**src/rtl/sync_down_counter.sv**
```systemverilog
// Loadable synchronous down counter with terminal-count pulse and optional auto-reload.
// All bits update on the same clk edge, so count is safe to use as a divider/timer tap.
//
//  state | meaning
//  ------+-----------------------------------------------
//  IDLE  | out of reset, count holds, waiting for a load
//  RUN   | decrementing on each enabled cycle
//  DONE  | terminal count reached, count parked at 0
module sync_down_counter #(
    parameter int WIDTH = 4
) (
    input  logic             clk,
    input  logic             rst,
    input  logic             load,
    input  logic [WIDTH-1:0] load_val,
    input  logic             en,
    input  logic             auto_reload,
    output logic [WIDTH-1:0] count,
    output logic             tc,
    output logic             busy,
    output logic             done
);

    typedef enum logic [1:0] {
        IDLE = 2'd0,
        RUN  = 2'd1,
        DONE = 2'd2
    } state_t;

    localparam logic [WIDTH-1:0] ONE = WIDTH'(1);

    state_t           state, state_nxt;
    logic [WIDTH-1:0] reload_reg, reload_nxt;
    logic [WIDTH-1:0] count_nxt;
    logic             tc_nxt;

    always_ff @(posedge clk) begin
        if (rst) begin
            state      <= IDLE;
            count      <= '0;
            reload_reg <= '0;
            tc         <= 1'b0;
        end else begin
            state      <= state_nxt;
            count      <= count_nxt;
            reload_reg <= reload_nxt;
            tc         <= tc_nxt;
        end
    end

    always_comb begin
        state_nxt  = state;
        count_nxt  = count;
        reload_nxt = reload_reg;
        tc_nxt     = 1'b0;
        if (load) begin
            count_nxt  = load_val;
            reload_nxt = load_val;
            state_nxt  = (load_val != '0) ? RUN : DONE;
        end else if (state == RUN && en) begin
            if (count > ONE) begin
                count_nxt = count - ONE;
            end else if (count == ONE) begin
                count_nxt = '0;
                tc_nxt    = 1'b1;
                if (!auto_reload) begin
                    state_nxt = DONE;
                end
            end else if (auto_reload && reload_reg != '0) begin
                // count==0 is only reachable in RUN via auto-reload: this is the reload cycle
                count_nxt = reload_reg;
            end else begin
                state_nxt = DONE;
            end
        end
    end

    assign busy = (state == RUN);
    assign done = (state == DONE);

endmodule

```
**config.mk**
```make
export PLATFORM = sky130hd
export DESIGN_NAME = sync_down_counter
export DESIGN_NICKNAME = d
export VERILOG_FILES = /design/src/rtl/sync_down_counter.sv
export SDC_FILE = /design/constraint.sdc
export NUM_CORES = 1
export LEC_CHECK = 0
export BUFFER_PORTS_ARGS = -buffer_cell sky130_fd_sc_hd__buf_2
export CAP_MARGIN = 10
export CORE_AREA = 4 4 41 43
export CTS_BUF_LIST = sky130_fd_sc_hd__clkbuf_16
export CTS_CLUSTER_DIAMETER = 100
export CTS_CLUSTER_SIZE = 14
export DETAILED_ROUTE_END_ITERATION = 16
export DIE_AREA = 0 0 45 47
export PLACE_DENSITY = 0.84
export RECOVER_POWER = 100
export SLEW_MARGIN = 0
export SYNTH_ARGS = -nofsm -noshare
export SYNTH_HDL_FRONTEND = slang
export SYNTH_SLANG_ARGS = --single-unit
```
**constraint.sdc**
```tcl
create_clock -name clk -period 1.7 [get_ports clk]
set_clock_uncertainty 0.05 [all_clocks]
set_input_delay 0.085 -clock clk [delete_from_list [all_inputs] [get_ports clk]]
set_output_delay 0.085 -clock clk [all_outputs]
set_load 0.05 [all_outputs]
```
; ---- After elaboration in Yosys (flattened, before gate mapping)
; Cells that the tools add are included.
; Widths: inputs -> output; s select.
[word_totals]
reg_bits = 11
in_bits = 9
wordCells = 35
[classes]
add_sub_neg = 1
order_cmp = 1
eq_ne = 6
muxes = 13
bitwise = 1
n_reduce_logical = 9
[ops]
columns = operator, n
row1 = $mux 4, 5
row2 = $mux 2, 7
row3 = $reduce_bool 4->1, 3
row4 = $ne 3x3->1 const B, 2
row5 = $eq 4x1->1 const B, 1
row6 = $gt 4x1->1 const B, 1
row7 = $reduce_and 4->1, 1
row8 = $reduce_or 4->1, 1
row9 = $sub 4x1->4 const B, 1
row10 = $eq 2x1->1 const B, 1
row11 = $eq 2x2->1 const B, 1
row12 = $logic_and 1x1->1, 2
row13 = $ne 2x2->1 const B, 1
row14 = $reduce_and 2->1, 1
row15 = $reduce_bool 2->1, 1
row16 = $mux 1, 1
row17 = $not 1->1, 1

; ---- Logic depth before layout (Yosys ltp)
; Gate-level depths: netlist of the first run.
[depth]
word_depth = 7
ltp_mapped = 6

; ---- Worst setup path after synthesis of the first run
; No wires, ideal clock.
[synth_timing]
path_kind = reg2reg
from = reg count[0]
to = reg count[2]
arrival_ns = 1.790
t_required_ns = 1.538
slack_ns = -0.252
stages_incl_launch_ff = 7
synth_period_minus_slack_ns = 1.952
path_cell_list = dfxtp_1 inv_1 ha_1 nand2b_1 a31oi_1 a31oi_1 a2111oi_1
[synth_via]
elab_chain_cells = 5
word_cells_on_any_way = 9
cone_classes = 1 x add/sub / 1 x order compare / 1 x eq/ne / 4 x mux / 2 x reduce/logical
[synth_rtl]
columns = element, line_no
row1 = start: declaration, 18  ; output logic [WIDTH-1:0] count,
row2 = start signal: assignment, 45  ; count <= count_nxt;
row3 = "parallel branches: the longest is 5 deep, another holds $sub 4x1->4", n/a
; Several ways; the timed one is not identified. The select of a mux whose other input is x is not followed.
; A chain may end at the register's enable or synchronous reset.

; ---- Final worst setup path of the first run
[layout_timing]
from = reg count[1]
to = reg count[3]
; Same word-level chain as after synthesis.

==> metrics.md, run 1 <==
| Metric | Value |
|---|---|
| Result of the run | finished clean |
| CTS sink cnt | 11 |
| Average routed wire per standard cell | 14.85 um |
| Horizontal die dimension | between 40 and 50 um |
| Share of cells above drive strength 1 | 18.95% |
| Clock Latency Late Sink | 0.24 ns |
| Main combinational cell family by area after synthesis | simple AND/OR/NAND/NOR gates |
| Pin count of the biggest net entering global routing | 15 |
| Vias per cell | just over 6 |
| Number of design-rule violations left by the first detailed-router iteration | 38 |
| Worst min-delay path endpoint | reload_reg[2] |
| Type of the tightest min-delay check | input port to register |
| Count of unique library cells instantiated by Yosys | 33 |
| Critical setup path kind | register to register |
| Worst-path maximum fanout | 4 |
| Final Hold Violating Endpoints | 0 |
| Max clock buf depth | 2 |
| Leading cell types in the layout, fill and taps excluded | dfxtp_1 (9), nor2_1 (8), buf_2 (8), nand2_1 (7), clkbuf_1 (7) |
| Mean instance size in the synthesized netlist | 8.101 sq um |
| Last weighted congestion value of the routability-driven placer | a little over 0.9 |
| TritonCTS buffer count | 3 |
| Kind of launch point of the worst setup path | register |
| Clock-pin slew of the registers on the worst-case setup and hold paths | 0.04 ns |
| Via count of the first global-routing pass | 558 |
| Hold path startpoint | load_val[2] |
| Number of I/O port buffers | 15 |
| Total power divided by cell area | 1193 nW/um^2 |
| Critical path arrival | 1.76 ns |
| Antenna diodes | 0 |
| Worst r2r dst | count[3] |
| Fraction of the mapped netlist area in compound gates | 24.55% |
| Remaining antenna violation count after routing | 0 |
| Timing-limited maximum frequency | just over 0.6 GHz |
| Hold Slack | 0.08360 ns |
| Overall global routing resource usage | 16.20% |
| Worst Max-Slew Pin Slew | 0.6287 ns |
| Cell leakage power | 0.3220 nW |
| Row count | 13 |
| Adder-Cell Fraction of Synth Area | under 10% |
| Global-route congestion overflow total | 0 |
| Multi-input gate area | around 420 sq um |
| Met2 layer wire length in the routed design | 791 um |
| Most common library cell in the layout ignoring fill and taps | dfxtp_1 |
| Element type at the critical path end | register |
| Area occupied by registers | ~230 sq um |
| Number of standard cells after synthesis | 78 |
| H-tree lvl count | 1 |
| Fin crit period | 1.635 ns |
| Worst hold stages | 3 |
| Effective utilization at floorplan | 48.56% |
| Overall power consumption | 0.9780 mW |
| Max-cap violations | 0 |
| Die boundary height | 47 um |
| CTS tree | done |
| Root buffer cell | clkbuf_16 |
| Uppermost layer routed | met4 |
| Post-synthesis net count | roughly 90 |
| Cells taking the most area after synthesis | dfxtp_1 (35%), nor2_1 (4.8%), nand2_1 (4.2%) |
| Peak ir drop on the vdd network | 589.2 uV |
| Max-slew violation count | 0 |
| Count of endpoints failing setup in the final report | 0 |
| First-pass detailed-route iteration total | 4 |
| Core box area | 1301 sq um |
| Part of the Yosys area used for sequential elements | 34.85% |
| Detailed-routing wirelength on met1 | 659 um |
| Cell area after technology mapping | 631.9 sq um |
| Number of inserted filler cells in the final layout | 117 |
| Reg2reg setup slack | 0.07 ns |
| Area share of the largest cell type after synthesis | 34.85% |
| Final clock period utilization by the worst path | 96.17% |
| Depth of the worst register-to-register path | 6 |
| Library cell occupying the most area in the post-synthesis netlist | dfxtp_1 |
| Relative max-transition margin | 58.27% |
| Antenna violations before repair | 0 |
| Wire length of the first global-routing pass | ~2400 um |
| Critical path required time | 1.83 ns |
| Number of synthesized register bits | 11 |
| Start of the worst register-to-register path | count[1] |
| Multiplexer fraction of the synthesized cell area | 1.584% |
| Top-level I/O count | 16 |
| Met3 layer wire length in the routed design | about 150 um |
| Nets | around 110 |
| WL final | 1634 um |
| Area enclosed by the die boundary | 2115 sq um |
| Post-Synth Simple-Gate Area | 31.88% |
| Syn. warnings | 0 |
| Signed area change from the synthesized netlist to the final layout | 29.70% |
| Post-route DRC | 0 |
| Number of setup buffers added after CTS | 0 |
| Via count | 665 |
| Fraction of synthesized cell area in xor and xnor cells | 0% |
==> synth_stat cells (all sizes together) <==
cell     instances
a2111oi          1
or2              3
mux2i            1
o211ai           1
nand2            7
and2             1
nor4             1
a21oi            5
a311o            1
ha               2
or4              1
and3b            1
buf              1
a31oi            2
nand2b           2
or3              1
o41ai            2
nor2             8
o311ai           1
o2bb2ai          1
and2b            1
nor3             2
clkbuf           1
o21ai            7
inv              3
and3             2
nor3b            1
o311a            2
nand3b           2
dfxtp           11
nor2b            3
==> cell families (layout without fill, tap and decap cells) <==
kind of cell    count (synthesis)  after routing
flops                          11             11
buf+inv                         5             22
simple gates                   36             36
mux                             1              1
compound gates                 23             23
fa+ha+maj                       2              2
==> where the power goes <==
part	total (mW)	internal [mW]	leakage, nW	switching, mW
Clock	0.428	0.309	0.0423	0.119
Combinational	0.243	0.0914	0.188	0.152
Sequential	0.307	0.281	0.0919	0.0260
==> metrics by stage <==
stage	setup slack [ns]	util, %	area (sq um)	TNS [ns]	instances
6_report	0.06513	62.98	819.5	0	110
5_1_grt	-0.004990	62.98	819.5	-0.004990	110
4_1_cts	0.01215	61.73	803.3	0	110
3_5_place_dp	0.05984	55.67	724.4	0	106
3_3_place_gp	0.09205	55.67	724.4	0	106
2_1_floorplan	0.05271	-	639.4	0	78
==> layer usage <==
layer / up-vias / track usage [%]
met2: 33 / 25.42
met3: 5 / 3.448
met1: 303 / 20.09
met4: 0 / 10.53
met5: - / 0
li1: 324 / -
==> what timing repair did <==
item | 4_1_cts | 5_1_grt
resized for setup | 0 | 4
hold buffers | 0 | 0
endpoints found under the setup margin | 0 | 3
hold endpoints to repair | 0 | 0
==> layout make-up <==
| class | instances | area share [%] |
|---|---|---|
| Sequential cell | 11 | 27.79 |
| Clock buffer | 3 | 9.160 |
| Multi-Input combinational cell | 62 | 50.84 |
| Timing Repair Buffer | 15 | 8.092 |
| Clock inverter | 1 | 0.4580 |
| Tap cell | 15 | 2.290 |
| Inverter | 3 | 1.374 |
==> how the worst max path moves through the flow <==
stage	startpoint	endpoint	cells past startpoint
after global routing	count[0]	count[2]	6
after floorplan	count[0]	count[2]	6
final	count[1]	count[3]	6
after detailed placement	count[0]	count[1]	6
after CTS	count[0]	count[1]	6
after global placement	count[0]	count[1]	6
==> worst max-delay path: stages (launching register included) <==
cell	delay, ns
dfxtp_4	0.35
inv_1	0.11
ha_4	0.19
nor4_2	0.22
o21ai_0	0.19
a311o_1	0.33
a21oi_1	0.13
(Power assumes the default switching activity.)
==> inputs of run 2 (changes only) <==
ABC_AREA = 1   (was unset)
CORE_AREA = unset   (was 4 4 41 43)
CORE_MARGIN = 4   (was unset)
CORE_UTILIZATION = 51   (was unset)
DIE_AREA = unset   (was 0 0 45 47)
PLACE_DENSITY = 0.87   (was 0.84)
clock period = 1.8 ns   (was 1.7 ns; I/O delays follow)
==> run 2 against run 1 <==
Core utilization increased by 2.8 points. Setup slack improved by 0.18 ns. Non-clock buffer count unchanged. Fmax increased by 5.3%. Worst hold slack got worse by 0.0080 ns. Via count increased by 14%. Synthesized cell count increased by 44%. Routed wire length increased by 7.0%. Combinational power increased by 31%. Sequential power decreased by 5%. Critical path depth increased by 2. Clock-buffer cell count unchanged. Critical path type unchanged.
==> metrics.md, run 2 <==
| Metric | Value |
|---|---|
| Result of the run | finished clean |
| Cell Area, Placed | 785.8 sq um (+8.5%) |
| Critical path arrival | 1.64 ns (-0.12 ns) |
| Number of design-rule violations left by the first detailed-router iteration | 32 (-16%) |
| WL final | 1748 um (+7.0%) |
| Worst Max-Slew Pin Slew | 0.5965 ns (-0.03219 ns) |
| Root buffer cell | clkbuf_16 |
| Type of the tightest min-delay check | input port to register |
| Count of endpoints failing setup in the final report | 0 (unchanged) |
| Area enclosed by the die boundary | 2043 sq um (-3.4%) |
| Cell area after technology mapping | 705.7 sq um (+12%) |
| Kind of launch point of the worst setup path | register |
| Remaining antenna violation count after routing | 0 (unchanged) |
| Element type at the critical path end | register |
| Start of the worst register-to-register path | count[0] |
| Number of inserted filler cells in the final layout | 114 (-2.6%) |
| Area share of the largest cell type after synthesis | 31.21% (-3.6 points) |
| Global-route congestion overflow total | 0 (unchanged) |
| Cell leakage power | 0.4225 nW (+31%) |
| Final HPWL DP | 1244 um |
| Most common library cell in the layout ignoring fill and taps | nand2_1 |
| Net Sw Power | 0.3602 mW (+21%) |
| Overall power consumption | 1.014 mW (+3.7%) |
| Die boundary height | 45.20 um (-3.8%) |
| Most instantiated flip-flop cell in the synthesis netlist | dfxtp_1 |
| Via count | 761 (+14%) |
| Start point of the critical path | count[0] |
| Fin crit period | 1.552 ns (-0.08286 ns) |
| Pin count of the biggest net entering global routing | 11 (-4) |
| Proportion of power drawn by flip-flops and latches | 28.8% (-2.6 points) |
| Worst-path maximum fanout | 6 (+2) |
| CTS sink cnt | 11 (unchanged) |
| Row count | 13 (unchanged) |
| Hold-fix buffers at CTS | 0 (unchanged) |
| Count of unique library cells instantiated by Yosys | 20 (-39%) |
| Fraction of the mapped netlist area in compound gates | 7.270% (-17 points) |
| Share of cells above drive strength 1 | 15.50% (-3.4 points) |
| Antenna violations before repair | 0 (unchanged) |
| Post-route design area | 855.8 sq um (+4.4%) |
| Relative max-transition margin | 60.41% (+2.1 points) |
| Adder-Cell Fraction of Synth Area | 3.546% (-0.41 points) |
| Logic pwr share | 31.4% (+6.5 points) |
| Internal Pwr Total | 0.6535 mW (-4.1%) |
| Leading cell types in the layout, fill and taps excluded | nand2_1 (30), nor2_1 (19), inv_1 (17), nand3_1 (14), dfxtp_1 (10) |
| CTS tree | done |
| H-tree lvl count | 1 (unchanged) |
| Last weighted congestion value of the routability-driven placer | 0.8981 (-2.2%) |
| Part of the Yosys area used for sequential elements | 31.21% (-3.6 points) |
| Nets | 141 (+32%) |
| Post-Synth Simple-Gate Area | 46.81% (+15 points) |
| Vias per cell | 5.285 (-13%) |
| Post-synthesis net count | 123 (+38%) |
| Total power divided by cell area | 1184 nW/um^2 (-0.74%) |
| Peak ir drop on the vdd network | 603.9 uV (+2.5%) |
| Final Instance Count excl. Fillers | 144 (+31%) |
| Wire length of the first global-routing pass | 2925 um (+23%) |
| Placed Instances | 140 (+32%) |
| Number of enable-type register cells in the synthesized netlist | 0 (unchanged) |
| Number of standard cells after synthesis | 112 (+44%) |
| Number of gates resized after cts | 0 (unchanged) |
| Critical path required time | 1.88 ns (+0.05 ns) |
| Effective utilization at floorplan | 54.23% (+5.7 points) |
| Horizontal die dimension | 45.20 um (+0.43%) |
| Share of flip-flops with an asynchronous set or reset after synthesis | 0% (unchanged) |
| Clock Latency Late Sink | 0.24 ns (about the same) |
| Timing-limited maximum frequency | 0.6443 GHz (+5.3%) |
| Via count of the first global-routing pass | 686 (+23%) |
| Number of I/O port buffers | 15 (unchanged) |
| Antenna diodes | 0 (unchanged) |
| Cells taking the most area after synthesis | dfxtp_1 (31%), nand2_1 (16%), nor2_1 (10%) |
| Max-slew violation count | 0 (unchanged) |
| Number of setup buffers added after CTS | 0 (unchanged) |
| Signed area change from the synthesized netlist to the final layout | 21.28% |
| Unrepaired setup endpoints after global routing | no |
| Critical setup path kind | register to register |
| Average routed wire per standard cell | 12.14 um (-18%) |
| Most frequent cells after synthesis | nand2_1 (30), nor2_1 (19), inv_1 (16), nand3_1 (14), dfxtp_1 (11) |
| Top-level I/O count | 16 (unchanged) |
| Mean instance size in the synthesized netlist | 6.301 sq um (-22%) |
| TritonCTS buffer count | 3 (unchanged) |
| Syn. warnings | 0 (unchanged) |
| Clock-pin slew of the registers on the worst-case setup and hold paths | 0.04 ns (about the same) |
| Final Hold Violating Endpoints | 0 (unchanged) |
| Fraction of synthesized cell area in xor and xnor cells | 0% (unchanged) |
| First-pass detailed-route iteration total | 4 (unchanged) |
| Max clock buf depth | 2 (unchanged) |
| Hold Slack | 0.07565 ns (-0.007952 ns) |
| Overall global routing resource usage | 19.79% (+3.6 points) |
| Number of synthesized register bits | 11 (unchanged) |
| Final clock period utilization by the worst path | 86.22% (-9.9 points) |
| Clock Power Share | 39.8% (-4.0 points) |
| Switching part of the total power | 35.54% (+5.2 points) |
| Total Neg Setup Slack | 0 ns (unchanged) |
| Main combinational cell family by area after synthesis | simple AND/OR/NAND/NOR gates |
| Post-route DRC | 0 (unchanged) |
| Hold path startpoint | rst |
| Max-cap violations | 0 (unchanged) |
| Core box area | 1301 sq um (unchanged) |
| Leading cell type by number of instances after synthesis | nand2_1 |
| Library cell occupying the most area in the post-synthesis netlist | dfxtp_1 |
| Multiplexer fraction of the synthesized cell area | 0% (-1.6 points) |
run 2: cell count changes after synthesis, moves of 3 or more:
cell,delta
o21ai_0,-3
o21ai_1,-3
nand2_1,+23
nor2b_1,-3
inv_1,+13
nand3_1,+14
nor2_1,+11
run 2: cell type report:
| cell class | count | area (sq um) | share of cell area [%] |
|---|---|---|---|
| clock buffer | 3 | 75.07 | 8.772 |
| clock inverter | 1 | 3.754 | 0.4386 |
| inverter | 17 | 63.81 | 7.456 |
| multi-input combinational | 82 | 406.6 | 47.51 |
| sequential | 11 | 221.5 | 25.88 |
| tap | 15 | 18.77 | 2.193 |
| timing repair buffer | 15 | 66.31 | 7.749 |
run 2: kinds of logic after synthesis:
kind of cell / count (synthesis)
AND/OR/NAND/NOR: 72
buffers and inverters: 19
flip-flops: 11
AO/OA/AOI/OAI: 8
adder cells (fa/ha/maj): 2
run 2: stage by stage:
| step | util (%) | setup WS, ns |
|---|---|---|
| 5_1_grt | 65.77 | 0.1266 |
| 6_report | 65.77 | 0.2480 |
| 4_1_cts | 66.44 | 0.2592 |
| 3_5_place_dp | 60.38 | 0.2959 |
| 3_3_place_gp | 60.38 | 0.3716 |
| 2_1_floorplan | - | 0.04334 |
run 2: layer usage:
| metal | track usage (%) | wire [um] | vias to the layer above |
|---|---|---|---|
| met1 | 24.70 | 691 | 329 |
| met5 | 0 | 0 | - |
| met4 | 7.018 | 35 | 0 |
| li1 | - | - | 384 |
| met3 | 3.586 | 164 | 8 |
| met2 | 33.62 | 858 | 40 |
run 2: worst max-delay path: stages, from the launching register on:
cell	delay [ns]
dfxtp_2	0.34
inv_1	0.10
ha_1	0.27
o21ai_4	0.27
inv_1	0.11
nand3_1	0.08
nand3_1	0.08
nor2_1	0.10
nor2_1	0.05
run 2: power by group through the flow:
stage          Combinational (mW)  Clock [mW]  Sequential, mW
6_report                    0.318       0.404           0.292
5_1_grt                     0.350       0.413           0.295
4_1_cts                     0.321       0.399           0.291
3_5_place_dp                0.313           0           0.295
3_3_place_gp                0.308           0           0.293
2_1_floorplan               0.206           0           0.340
run 2: path summary, 6_finish.rpt:
path                        end  slack (ns)  cells after the start
setup / recovery       count[1]        0.25                      8
hold reg to reg   reload_reg[3]        0.43                      2
hold / removal    reload_reg[3]        0.08                      2
setup reg to reg       count[1]        0.25                      8
==> inputs of run 3 (changes only) <==
PLACE_DENSITY = 0.76   (was 0.87)
clock period = 1.45 ns   (was 1.8 ns; I/O delays follow)
==> run 3 against run 2 <==
Core utilization increased by 4.4 points. Register-to-register slack got worse by 0.17 ns. Routed wire length increased by 0.40%. Worst hold slack got worse by 0.011 ns. Global-route usage decreased by 0.55 points. Via count decreased by 1.4%. Setup slack got worse by 0.17 ns. Sequential power increased by 27%. Sequential share of layout area decreased by 0.95 points. Critical path depth increased by 1.
==> metrics.md, run 3 (same netlist as run 2, synthesis figures left out) <==
| Metric | Value |
|---|---|
| Average routed wire per standard cell | 12.10 um (-0.29%) |
| Antenna diodes | 0 (unchanged) |
| Hold-fix buffers at CTS | 0 (unchanged) |
| Slowest library cell on the worst path | dfxtp_4 |
| WL final | 1755 um (+0.40%) |
| Number of setup buffers added after CTS | 0 (unchanged) |
| Area occupied by registers | 227.7 sq um (+2.8%) |
| Critical setup path kind | register to register |
| Total Neg Setup Slack | 0 ns (unchanged) |
| Max-slew violation count | 0 (unchanged) |
| Element type at the critical path end | register |
| Final HPWL DP | 1225 um (-1.5%) |
| Leading cell types in the layout, fill and taps excluded | nand2_1 (29), nor2_1 (19), inv_1 (14), nand3_1 (14), buf_2 (13) |
| Nets | 142 (+0.71%) |
| Vias per cell | 5.172 (-2.1%) |
| Max clock buf depth | 2 (unchanged) |
| Horizontal die dimension | 45.20 um (unchanged) |
| Effective utilization at floorplan | 54.23% (unchanged) |
| Number of I/O port buffers | 15 (unchanged) |
| Number of gates resized after cts | 0 (unchanged) |
| Global-route congestion overflow total | 0 (unchanged) |
| Row count | 13 (unchanged) |
| Most common library cell in the layout ignoring fill and taps | nand2_1 |
| Final core utilization | 70.19% (+4.4 points) |
| Core box area | 1301 sq um (unchanged) |
| Proportion of power drawn by flip-flops and latches | 28.5% (-0.3 points) |
| Top-level I/O count | 16 (unchanged) |
| Share of cells above drive strength 1 | 25.38% (+9.9 points) |
| Clock Latency Late Sink | 0.24 ns (about the same) |
| Signed area change from the synthesized netlist to the final layout | 29.43% |
| Final clock period utilization by the worst path | 94.93% (+8.7 points) |
| Max-cap violations | 0 (unchanged) |
| Antenna violations before repair | 0 (unchanged) |
| Critical path required time | 1.58 ns (-0.30 ns) |
| Count of endpoints failing setup in the final report | 0 (unchanged) |
| Result of the run | finished clean |
| Internal Pwr Total | 0.8413 mW (+29%) |
| Unrepaired setup endpoints after global routing | yes |
| Worst setup slack after layout | 0.07349 ns (-0.1745 ns) |
| Timing-limited maximum frequency | 0.7265 GHz (+13%) |
| Worst-path maximum fanout | 8 (+2) |
| Critical path arrival | 1.51 ns (-0.13 ns) |
| List of cells traversed by the critical path | inv_4, ha_4, o21ai_4, nor2_4, nand3_2, nand2_4, nand2_1, nand2_1, nor2_1 |
| Last weighted congestion value of the routability-driven placer | 0.8818 (-1.8%) |
| Overall global routing resource usage | 19.23% (-0.55 points) |
| Cell leakage power | 0.4480 nW (+6.0%) |
| Remaining antenna violation count after routing | 0 (unchanged) |
| TritonCTS buffer count | 3 (unchanged) |
| Area enclosed by the die boundary | 2043 sq um (unchanged) |
| Relative max-transition margin | 59.67% (-0.73 points) |
| Via count | 750 (-1.4%) |
| Worst Max-Slew Pin Slew | 0.6075 ns (+0.01106 ns) |
| Root buffer cell | clkbuf_16 |
| CTS sink cnt | 11 (unchanged) |
| Fin crit period | 1.377 ns (-0.1755 ns) |
| Number of design-rule violations left by the first detailed-router iteration | 16 (-50%) |
| Peak ir drop on the vdd network | 846.6 uV (+40%) |
| Overall power consumption | 1.302 mW (+28%) |
| Die boundary height | 45.20 um (unchanged) |
| H-tree lvl count | 1 (unchanged) |
| CTS tree | done |
| Via count of the first global-routing pass | 678 (-1.2%) |
| Post-placement worst setup slack | 0.05474 ns (-0.2411 ns) |
| Clock-pin slew of the registers on the worst-case setup and hold paths | 0.04 ns (about the same) |
| Type of the tightest min-delay check | input port to register |
| Logic pwr share | 33.0% (+1.6 points) |
| First-pass detailed-route iteration total | 4 (unchanged) |
| Kind of launch point of the worst setup path | register |
| Most frequent cell on the critical path | nand2_1 |
| Highest cell delay on the worst timing path | 0.37 ns (+0.03 ns) |
| Total power divided by cell area | 1426 nW/um^2 (+20%) |
| Post-route DRC | 0 (unchanged) |
| Switching part of the total power | 35.40% (-0.14 points) |
| Number of inserted filler cells in the final layout | 115 (+0.88%) |
| Pin count of the biggest net entering global routing | 11 (unchanged) |
| Clock Power Share | 38.5% (-1.3 points) |
| Wire length of the first global-routing pass | 2787 um (-4.7%) |
| Final Hold Violating Endpoints | 0 (unchanged) |
| Multi-input gate area | 439.2 sq um (+8.0%) |
| Net Sw Power | 0.4610 mW (+28%) |
[run 3: cell count changes in the layout (fill, tap and decap cells not counted), sizes merged]
| cell | delta |
|---|---|
| clkbuf | -5 |
| buf | +6 |
[run 3: routing by layer]
metal	wire (um)	GRT usage (%)
met5	0	0
met4	42	12.28
met3	100	3.586
met2	801	31.07
met1	810	23.08
[run 3: area by class of cell]
type,instances,share of cell area (%)
multi-input combinational,82,48.08
tap,15,2.055
clock buffer,3,8.219
clock inverter,1,0.4110
timing repair buffer,16,8.767
inverter,17,7.534
sequential,11,24.93
[run 3: power by group through the flow]
stage | logic, mW | clock network (mW) | registers [mW]
global route | 0.472 | 0.522 | 0.375
finish | 0.430 | 0.501 | 0.371
detailed placement | 0.398 | 0 | 0.368
global placement | 0.395 | 0 | 0.367
CTS | 0.402 | 0.504 | 0.364
floorplan | 0.260 | 0 | 0.426
[run 3: worst paths after layout]
path / from / to / slack, ns / depth (start not counted)
hold reg to reg: reload_reg[3] / reload_reg[3] / 0.43 / 2
setup / recovery: count[0] / count[3] / 0.07 / 9
hold / removal: rst / reload_reg[3] / 0.06 / 2
setup reg to reg: count[0] / count[3] / 0.07 / 9
[run 3: critical path: cells and delay by family (launching register included)]
family / cells / cell delay (ns)
adder cells (fa/ha/maj): 1 / 0.16
AO/OA/AOI/OAI: 1 / 0.23
flip-flops: 1 / 0.37
AND/OR/NAND/NOR: 6 / 0.45
buffers and inverters: 1 / 0.05
[run 3: stage by stage]
step	hold slack [ns]	instances	instance area [sq um]
after floorplan	0.2069	112	723.2
after global placement	0.2973	141	809.5
after detailed placement	0.3028	141	809.5
after CTS	0.05490	145	888.4
after global routing	0.06286	145	913.4
final	0.06449	145	913.4
